[src/rtl/perceptron_trainer_pkg.sv]
// Shared sizing, types and helper functions for the perceptron predictor.
package global_parameters;

  localparam int HIST_LEN     = 32;
  localparam int WEIGHT_WIDTH = 8;
  localparam int NUM_ROWS     = 256;
  localparam int Y_OUT_WIDTH  = 16;
  localparam int THETA        = 75;

  localparam int ROW_IDX_W    = $clog2(NUM_ROWS);
  localparam int WEIGHT_IDX_W = $clog2(HIST_LEN + 1);
  localparam int WT_ADDR_W    = ROW_IDX_W + WEIGHT_IDX_W;

  typedef logic signed [WEIGHT_WIDTH-1:0] weight_t;
  typedef logic signed [Y_OUT_WIDTH-1:0]  y_t;

  // Direction for weight idx: 1 = increment, 0 = decrement.
  // Bias (idx 0) follows the outcome; weight i agrees when hist[i-1] matches it.
  function automatic logic weight_dir(input logic [WEIGHT_IDX_W-1:0] idx,
                                      input logic [HIST_LEN-1:0]     hist,
                                      input logic                    taken);
    logic [HIST_LEN-1:0] sh;
    logic                d;
    sh = hist >> (idx - WEIGHT_IDX_W'(1));
    if (idx == {WEIGHT_IDX_W{1'b0}}) begin
      d = taken;
    end else begin
      d = (sh[0] == taken);
    end
    return d;
  endfunction

endpackage

[src/rtl/perceptron_trainer_weight_saturator.sv]
// Combinational +/-1 step on a signed weight, clamped to the weight range.
module weight_saturator
  import global_parameters::*;
(
  input  weight_t w_in,
  input  logic    inc,
  output weight_t w_out
);

  localparam weight_t W_MAX = {1'b0, {(WEIGHT_WIDTH-1){1'b1}}};
  localparam weight_t W_MIN = {1'b1, {(WEIGHT_WIDTH-1){1'b0}}};
  localparam weight_t W_ONE = {{(WEIGHT_WIDTH-1){1'b0}}, 1'b1};

  // Step toward the requested direction, holding at the range limits.
  always_comb begin
    w_out = w_in;
    if (inc) begin
      if (w_in == W_MAX) begin
        w_out = W_MAX;
      end else begin
        w_out = w_in + W_ONE;
      end
    end else begin
      if (w_in == W_MIN) begin
        w_out = W_MIN;
      end else begin
        w_out = w_in - W_ONE;
      end
    end
  end

endmodule

[src/rtl/perceptron_trainer.sv]
// Perceptron training engine: decides whether a resolved branch needs
// training and, if so, streams a read-modify-write over its weight row.
module perceptron_trainer
  import global_parameters::*;
(
  input  logic                    clk,
  input  logic                    rst,
  input  logic                    upd_valid,
  output logic                    upd_ready,
  input  logic [Y_OUT_WIDTH-1:0]  upd_y,
  input  logic                    upd_taken,
  input  logic [HIST_LEN-1:0]     upd_hist,
  input  logic [ROW_IDX_W-1:0]    upd_row,
  output logic                    upd_done,
  output logic                    upd_trained,
  output logic                    wt_rd_en,
  output logic [WT_ADDR_W-1:0]    wt_rd_addr,
  input  logic [WEIGHT_WIDTH-1:0] wt_rd_data,
  output logic                    wt_wr_en,
  output logic [WT_ADDR_W-1:0]    wt_wr_addr,
  output logic [WEIGHT_WIDTH-1:0] wt_wr_data
);

  localparam logic [1:0] ST_IDLE = 2'd0;
  localparam logic [1:0] ST_RUN  = 2'd1;
  localparam logic [1:0] ST_DONE = 2'd2;

  localparam logic [Y_OUT_WIDTH:0]    THETA_EXT = (Y_OUT_WIDTH+1)'(THETA);
  localparam logic [WEIGHT_IDX_W-1:0] LAST_IDX  = WEIGHT_IDX_W'(HIST_LEN);
  localparam logic [WEIGHT_IDX_W-1:0] IDX_ONE   = WEIGHT_IDX_W'(1);

  logic [1:0]              state_r;
  logic [HIST_LEN-1:0]     hist_r;
  logic                    taken_r;
  logic [ROW_IDX_W-1:0]    row_r;
  logic [WEIGHT_IDX_W-1:0] rd_idx_r;
  logic                    wr_inc_r;
  logic                    upd_ready_r;
  logic                    upd_done_r;
  logic                    upd_trained_r;
  logic                    rd_en_r;
  logic [WT_ADDR_W-1:0]    rd_addr_r;
  logic                    wr_en_r;
  logic [WT_ADDR_W-1:0]    wr_addr_r;

  logic                    pred_s;
  logic [Y_OUT_WIDTH:0]    y_ext_s;
  logic [Y_OUT_WIDTH:0]    abs_y_s;
  logic                    train_s;
  logic                    accept_s;
  weight_t                 sat_in_s;
  weight_t                 sat_out_s;

  // Training decision from the incoming request; abs taken one bit wider
  // so the most negative y does not overflow.
  always_comb begin
    pred_s  = ~upd_y[Y_OUT_WIDTH-1];
    y_ext_s = {upd_y[Y_OUT_WIDTH-1], upd_y};
    if (y_ext_s[Y_OUT_WIDTH]) begin
      abs_y_s = ~y_ext_s + {{Y_OUT_WIDTH{1'b0}}, 1'b1};
    end else begin
      abs_y_s = y_ext_s;
    end
    train_s  = (pred_s != upd_taken) || (abs_y_s <= THETA_EXT);
    accept_s = upd_valid && upd_ready_r;
  end

  assign sat_in_s = weight_t'(wt_rd_data);

  weight_saturator u_sat (
    .w_in  (sat_in_s),
    .inc   (wr_inc_r),
    .w_out (sat_out_s)
  );

  // Write data follows the read data of the same cycle; forced to zero
  // whenever no write is in flight.
  always_comb begin
    if (wr_en_r) begin
      wt_wr_data = sat_out_s;
    end else begin
      wt_wr_data = {WEIGHT_WIDTH{1'b0}};
    end
  end

  // Control FSM, read pointer and one-cycle-delayed write pipeline.
  always_ff @(posedge clk) begin
    if (rst) begin
      state_r       <= ST_IDLE;
      hist_r        <= {HIST_LEN{1'b0}};
      taken_r       <= 1'b0;
      row_r         <= {ROW_IDX_W{1'b0}};
      rd_idx_r      <= {WEIGHT_IDX_W{1'b0}};
      wr_inc_r      <= 1'b0;
      upd_ready_r   <= 1'b1;
      upd_done_r    <= 1'b0;
      upd_trained_r <= 1'b0;
      rd_en_r       <= 1'b0;
      rd_addr_r     <= {WT_ADDR_W{1'b0}};
      wr_en_r       <= 1'b0;
      wr_addr_r     <= {WT_ADDR_W{1'b0}};
    end else begin
      case (state_r)
        ST_IDLE: begin
          if (accept_s) begin
            hist_r      <= upd_hist;
            taken_r     <= upd_taken;
            row_r       <= upd_row;
            upd_ready_r <= 1'b0;
            if (train_s) begin
              state_r   <= ST_RUN;
              rd_en_r   <= 1'b1;
              rd_idx_r  <= {WEIGHT_IDX_W{1'b0}};
              rd_addr_r <= {upd_row, {WEIGHT_IDX_W{1'b0}}};
            end else begin
              state_r       <= ST_DONE;
              upd_done_r    <= 1'b1;
              upd_trained_r <= 1'b0;
            end
          end else begin
            state_r <= ST_IDLE;
          end
        end
        ST_RUN: begin
          wr_en_r   <= rd_en_r;
          wr_addr_r <= rd_addr_r;
          wr_inc_r  <= weight_dir(rd_idx_r, hist_r, taken_r);
          if (rd_en_r && (rd_idx_r != LAST_IDX)) begin
            rd_idx_r  <= rd_idx_r + IDX_ONE;
            rd_addr_r <= {row_r, rd_idx_r + IDX_ONE};
          end else begin
            rd_en_r <= 1'b0;
          end
          if (wr_en_r && !rd_en_r) begin
            state_r       <= ST_DONE;
            upd_done_r    <= 1'b1;
            upd_trained_r <= 1'b1;
          end else begin
            state_r <= ST_RUN;
          end
        end
        ST_DONE: begin
          state_r       <= ST_IDLE;
          upd_done_r    <= 1'b0;
          upd_trained_r <= 1'b0;
          upd_ready_r   <= 1'b1;
        end
        default: begin
          state_r       <= ST_IDLE;
          upd_ready_r   <= 1'b1;
          upd_done_r    <= 1'b0;
          upd_trained_r <= 1'b0;
          rd_en_r       <= 1'b0;
          wr_en_r       <= 1'b0;
        end
      endcase
    end
  end

  assign upd_ready   = upd_ready_r;
  assign upd_done    = upd_done_r;
  assign upd_trained = upd_trained_r;
  assign wt_rd_en    = rd_en_r;
  assign wt_rd_addr  = rd_addr_r;
  assign wt_wr_en    = wr_en_r;
  assign wt_wr_addr  = wr_addr_r;

endmodule

[config.mk]
export PLATFORM = sky130hd
export DESIGN_NAME = perceptron_trainer
export DESIGN_NICKNAME = d
export VERILOG_FILES = /design/src/rtl/perceptron_trainer_pkg.sv /design/src/rtl/perceptron_trainer_weight_saturator.sv /design/src/rtl/perceptron_trainer.sv
export SDC_FILE = /design/constraint.sdc
export NUM_CORES = 1
export LEC_CHECK = 0
export CAP_MARGIN = 20
export CORE_ASPECT_RATIO = 1.5
export CORE_UTILIZATION = 50
export DETAILED_ROUTE_END_ITERATION = 10
export GPL_TIMING_DRIVEN = 1
export HOLD_SLACK_MARGIN = 0.02
export PLACE_DENSITY = 0.88
export SKIP_CTS_REPAIR_TIMING = 1
export SYNTH_ARGS = -nofsm -noshare
export SYNTH_HDL_FRONTEND = slang
export SYNTH_SLANG_ARGS = --single-unit
[constraint.sdc]
create_clock -name clk -period 3.2 [get_ports clk]
set_input_delay 0.48 -clock clk [delete_from_list [all_inputs] [get_ports clk]]
set_output_delay 0.48 -clock clk [all_outputs]
set_load 0.02 [all_outputs]
==> out/qor.yml <==
critPathLaunch: "wt_rd_data[2]"
layout_net_count: 740
finalHoldViolCount: 0
crit_fanout: 3
critical_path.top_delay_family: "buffers and inverters"
post_synth_inst_count: 545
synth_warnings: 0
cp.required_ps: 2720
p_leak_nw: 2.26
slowest_stage: "sky130_fd_sc_hd__clkdlybuf4s50_1"
grt_start_max_net_pins: 53
cellPowerDensity_nw_per_um2: 451
die_area_sq_um: 8920
route.detailed.drc: 0
layout.cells.most_common: "sky130_fd_sc_hd__nand2_1"
clock_tree_from_tritoncts: "built"
detailedPlace.worstSlack_ps: -64.0
critical_path_class: "in2out"
ir_worst_vdd_mv: 0.377
holdPathStages: 2
finalSetupViolations: 0
antenna_found_initial: 0
finalWorstSetupSlack_ps: 160
drtAntennaViolNets: 0
area_growth_syn_to_layout_pct: 37.7
synth_sequential_area_ratio_pct: 36.1
synth_cell_type_count: 63
worstSetupEndpointType: "output port"
drt_wl_total_mm: 12.2
yosys_most_used_dff: "sky130_fd_sc_hd__dfxtp_1"
drt-wirelength-per-cell_um: 15.7
postSynthNetCount: 620
die_height_um: 115
relSlewSlack_pct: 37.4
detailedRoute.firstIterationViolations: 338
crit_path_start_kind: "input pin"
clk_pin_slew_ps: 60
global_route.usage.total_pct: 28.0
post-route-period-util_pct: 95.0
mostFrequentLayoutCells: "sky130_fd_sc_hd__nand2_1, sky130_fd_sc_hd__clkdlybuf4s50_1, sky130_fd_sc_hd__dfxtp_1, sky130_fd_sc_hd__a21oi_1, sky130_fd_sc_hd__buf_4"
final_cell_area_sq_um: 5880
timing_max_transition_violations_final: 0
diodes: 0
path_category_of_the_worst_min_delay_check: "reg2reg"
worst_path_largest_cell_delay_ps: 610
routed-via-count: 4540
cp.arrival_ps: 2560
dr.pass1.iters: 4
clock-root-buffer: "sky130_fd_sc_hd__clkbuf_16"
cts_sinks: 77
synth_edf_count: 0
route.detailed.vias_per_inst: 5.86
drv.max_cap_violation_count: 0
worst_hold_slack_ps: 453
first_pass_grt_wire_length_mm: 19.9
worst_case_reg_to_reg_path_depth: 9
filler_cell_count: 597
run_status: "completed"
postSynthRegisterBits: 77
finalCoreUtilization_pct: 72.1
worstSetupPathDepth: 10
placed_area_sq_um: 5550
port_buffers: 108
clockBufferDepth: 2
slew_of_the_pin_with_the_lowest_slew_margin_ps: 939
fp.coreArea_sq_um: 8160
hold_path.startpoint: "hist_r[5]$_SDFFE_PP0P_"
path_buf_inv: 3
finalClockSkew_ps: 4.39
gp_routability_congestion: 0.904
fraction_of_registers_with_async_set_or_reset_after_synthesis_pct: 0
die_w_um: 77.5
globalRoute.totalOverflow: 0
timing.fmax_mhz: 329
fin_crit_ps: 3040
clock_insertion_delay_worst_skew_ps: 340
crit_path_cell_trace: "clkdlybuf4s50_1 -> nand2_1 -> nor2_1 -> nand4b_1 -> and2_1 -> buf_4 -> nor2_1 -> a21oi_1 -> nor2_1 -> clkdlybuf4s50_1"
tritoncts.num_buffers: 9
htree_num_levels: 3
effective_utilization_at_floorplan_pct: 52.4
rsz_0062_raised_after_global_routing: "false"
via_count_of_the_first_global_routing_pass: 4380
detailedPlacementHpwl_mm: 8.58
io_pins: 109
regToRegStartpoint: "rd_idx_r[1]$_SDFFE_PP0P_"
synth_area_sq_um: 4270
avgSynthCellArea_sq_um: 7.84
placementRows: 40
dominant_cell_type_by_count_on_the_critical_path: "sky130_fd_sc_hd__nor2_1"
final_layout_size_suffix_gt1_share_pct: 10.0
tightest hold or removal path, delay by kind of cell (launching register included):
kind | cells | cell delay (ps)
flip-flops | 1 | 310
AND/OR/NAND/NOR | 1 | 50
AO/OA/AOI/OAI | 1 | 50
path summary, 6_finish.rpt:
check	end	slack, ps
setup / recovery	wt_wr_data[1]	160
hold / removal	hist_r[5]$_SDFFE_PP0P_	450
setup reg to reg	wr_inc_r$_SDFFE_PP0P_	440
hold reg to reg	hist_r[5]$_SDFFE_PP0P_	450
cells by family after synthesis:
kind of cell / synth area share (%)
buffers and inverters: 6.56
AOI/OAI and AO/OA: 20.8
adders and majority gates: 2.05
muxes: 8.17
DFF: 36.1
xor gates and xnor gates: 2.43
and+or+nand+nor: 23.9
cell usage after synthesis, types with 5 or more instances:
library cell / instances / share of area [%]
sky130_fd_sc_hd__a211o_1: 6 / 1.2
sky130_fd_sc_hd__a211oi_1: 16 / 2.8
sky130_fd_sc_hd__a21oi_1: 72 / 8.4
sky130_fd_sc_hd__a221oi_1: 8 / 1.6
sky130_fd_sc_hd__and2_1: 10 / 1.5
sky130_fd_sc_hd__clkbuf_1: 21 / 1.8
sky130_fd_sc_hd__dfxtp_1: 77 / 36
sky130_fd_sc_hd__ha_1: 7 / 2.1
sky130_fd_sc_hd__inv_1: 22 / 1.9
sky130_fd_sc_hd__mux2i_1: 12 / 2.8
sky130_fd_sc_hd__mux4_1: 7 / 4.3
sky130_fd_sc_hd__nand2_1: 138 / 12
sky130_fd_sc_hd__nand3_1: 11 / 1.3
sky130_fd_sc_hd__nor2_1: 33 / 2.9
sky130_fd_sc_hd__nor3_1: 7 / 0.82
sky130_fd_sc_hd__o21ai_0: 8 / 0.94
sky130_fd_sc_hd__or3_1: 5 / 0.73
sky130_fd_sc_hd__xnor2_1: 7 / 1.4
area by class of cell:
| class | count | area [sq um] | share of cell area, % |
|---|---|---|---|
| inverter | 22 | 82.6 | 1.40 |
| multi-input combinational | 411 | 2460 | 41.9 |
| timing repair buffer | 144 | 1350 | 23.0 |
| sequential | 77 | 1540 | 26.2 |
| clock buffer | 9 | 225 | 3.83 |
| clock inverter | 7 | 82.6 | 1.40 |
| tap | 105 | 131 | 2.23 |
routing by layer:
metal	GRT usage, %	up-vias	wire length, um
met4	15.2	0	625
met3	5.79	55	773
met1	28.9	2105	4270
met2	52.6	223	6490
li1	-	2157	-
met5	0	-	0
flip-flops by register name, summed over array words and instances (netlist names):
register	cells
hist_r	32
wt_wr_addr	14
wt_rd_addr	9
row_r	8
rd_idx_r	5
state_r	2
taken_r	1
upd_done	1
upd_ready	1
upd_trained	1
wr_inc_r	1
wt_rd_en	1
wt_wr_en	1
stage by stage:
stage               power [mW]  cells  setup TNS (ps)
finish                    2.65    775               0
global route              2.76    775               0
CTS                       2.65    774            -120
detailed placement        1.62    758            -102
global placement          1.60    758           -8.90
floorplan                 1.38    545               0
power breakdown:
group / internal (mW) / leakage (nW) / switching, mW / total, mW
clock: 0.616 / 0.145 / 0.424 / 1.04
sequential: 1.02 / 0.628 / 0.0447 / 1.07
combinational: 0.251 / 1.49 / 0.294 / 0.545
No activity file was read; power rests on OpenSTA's default activity.
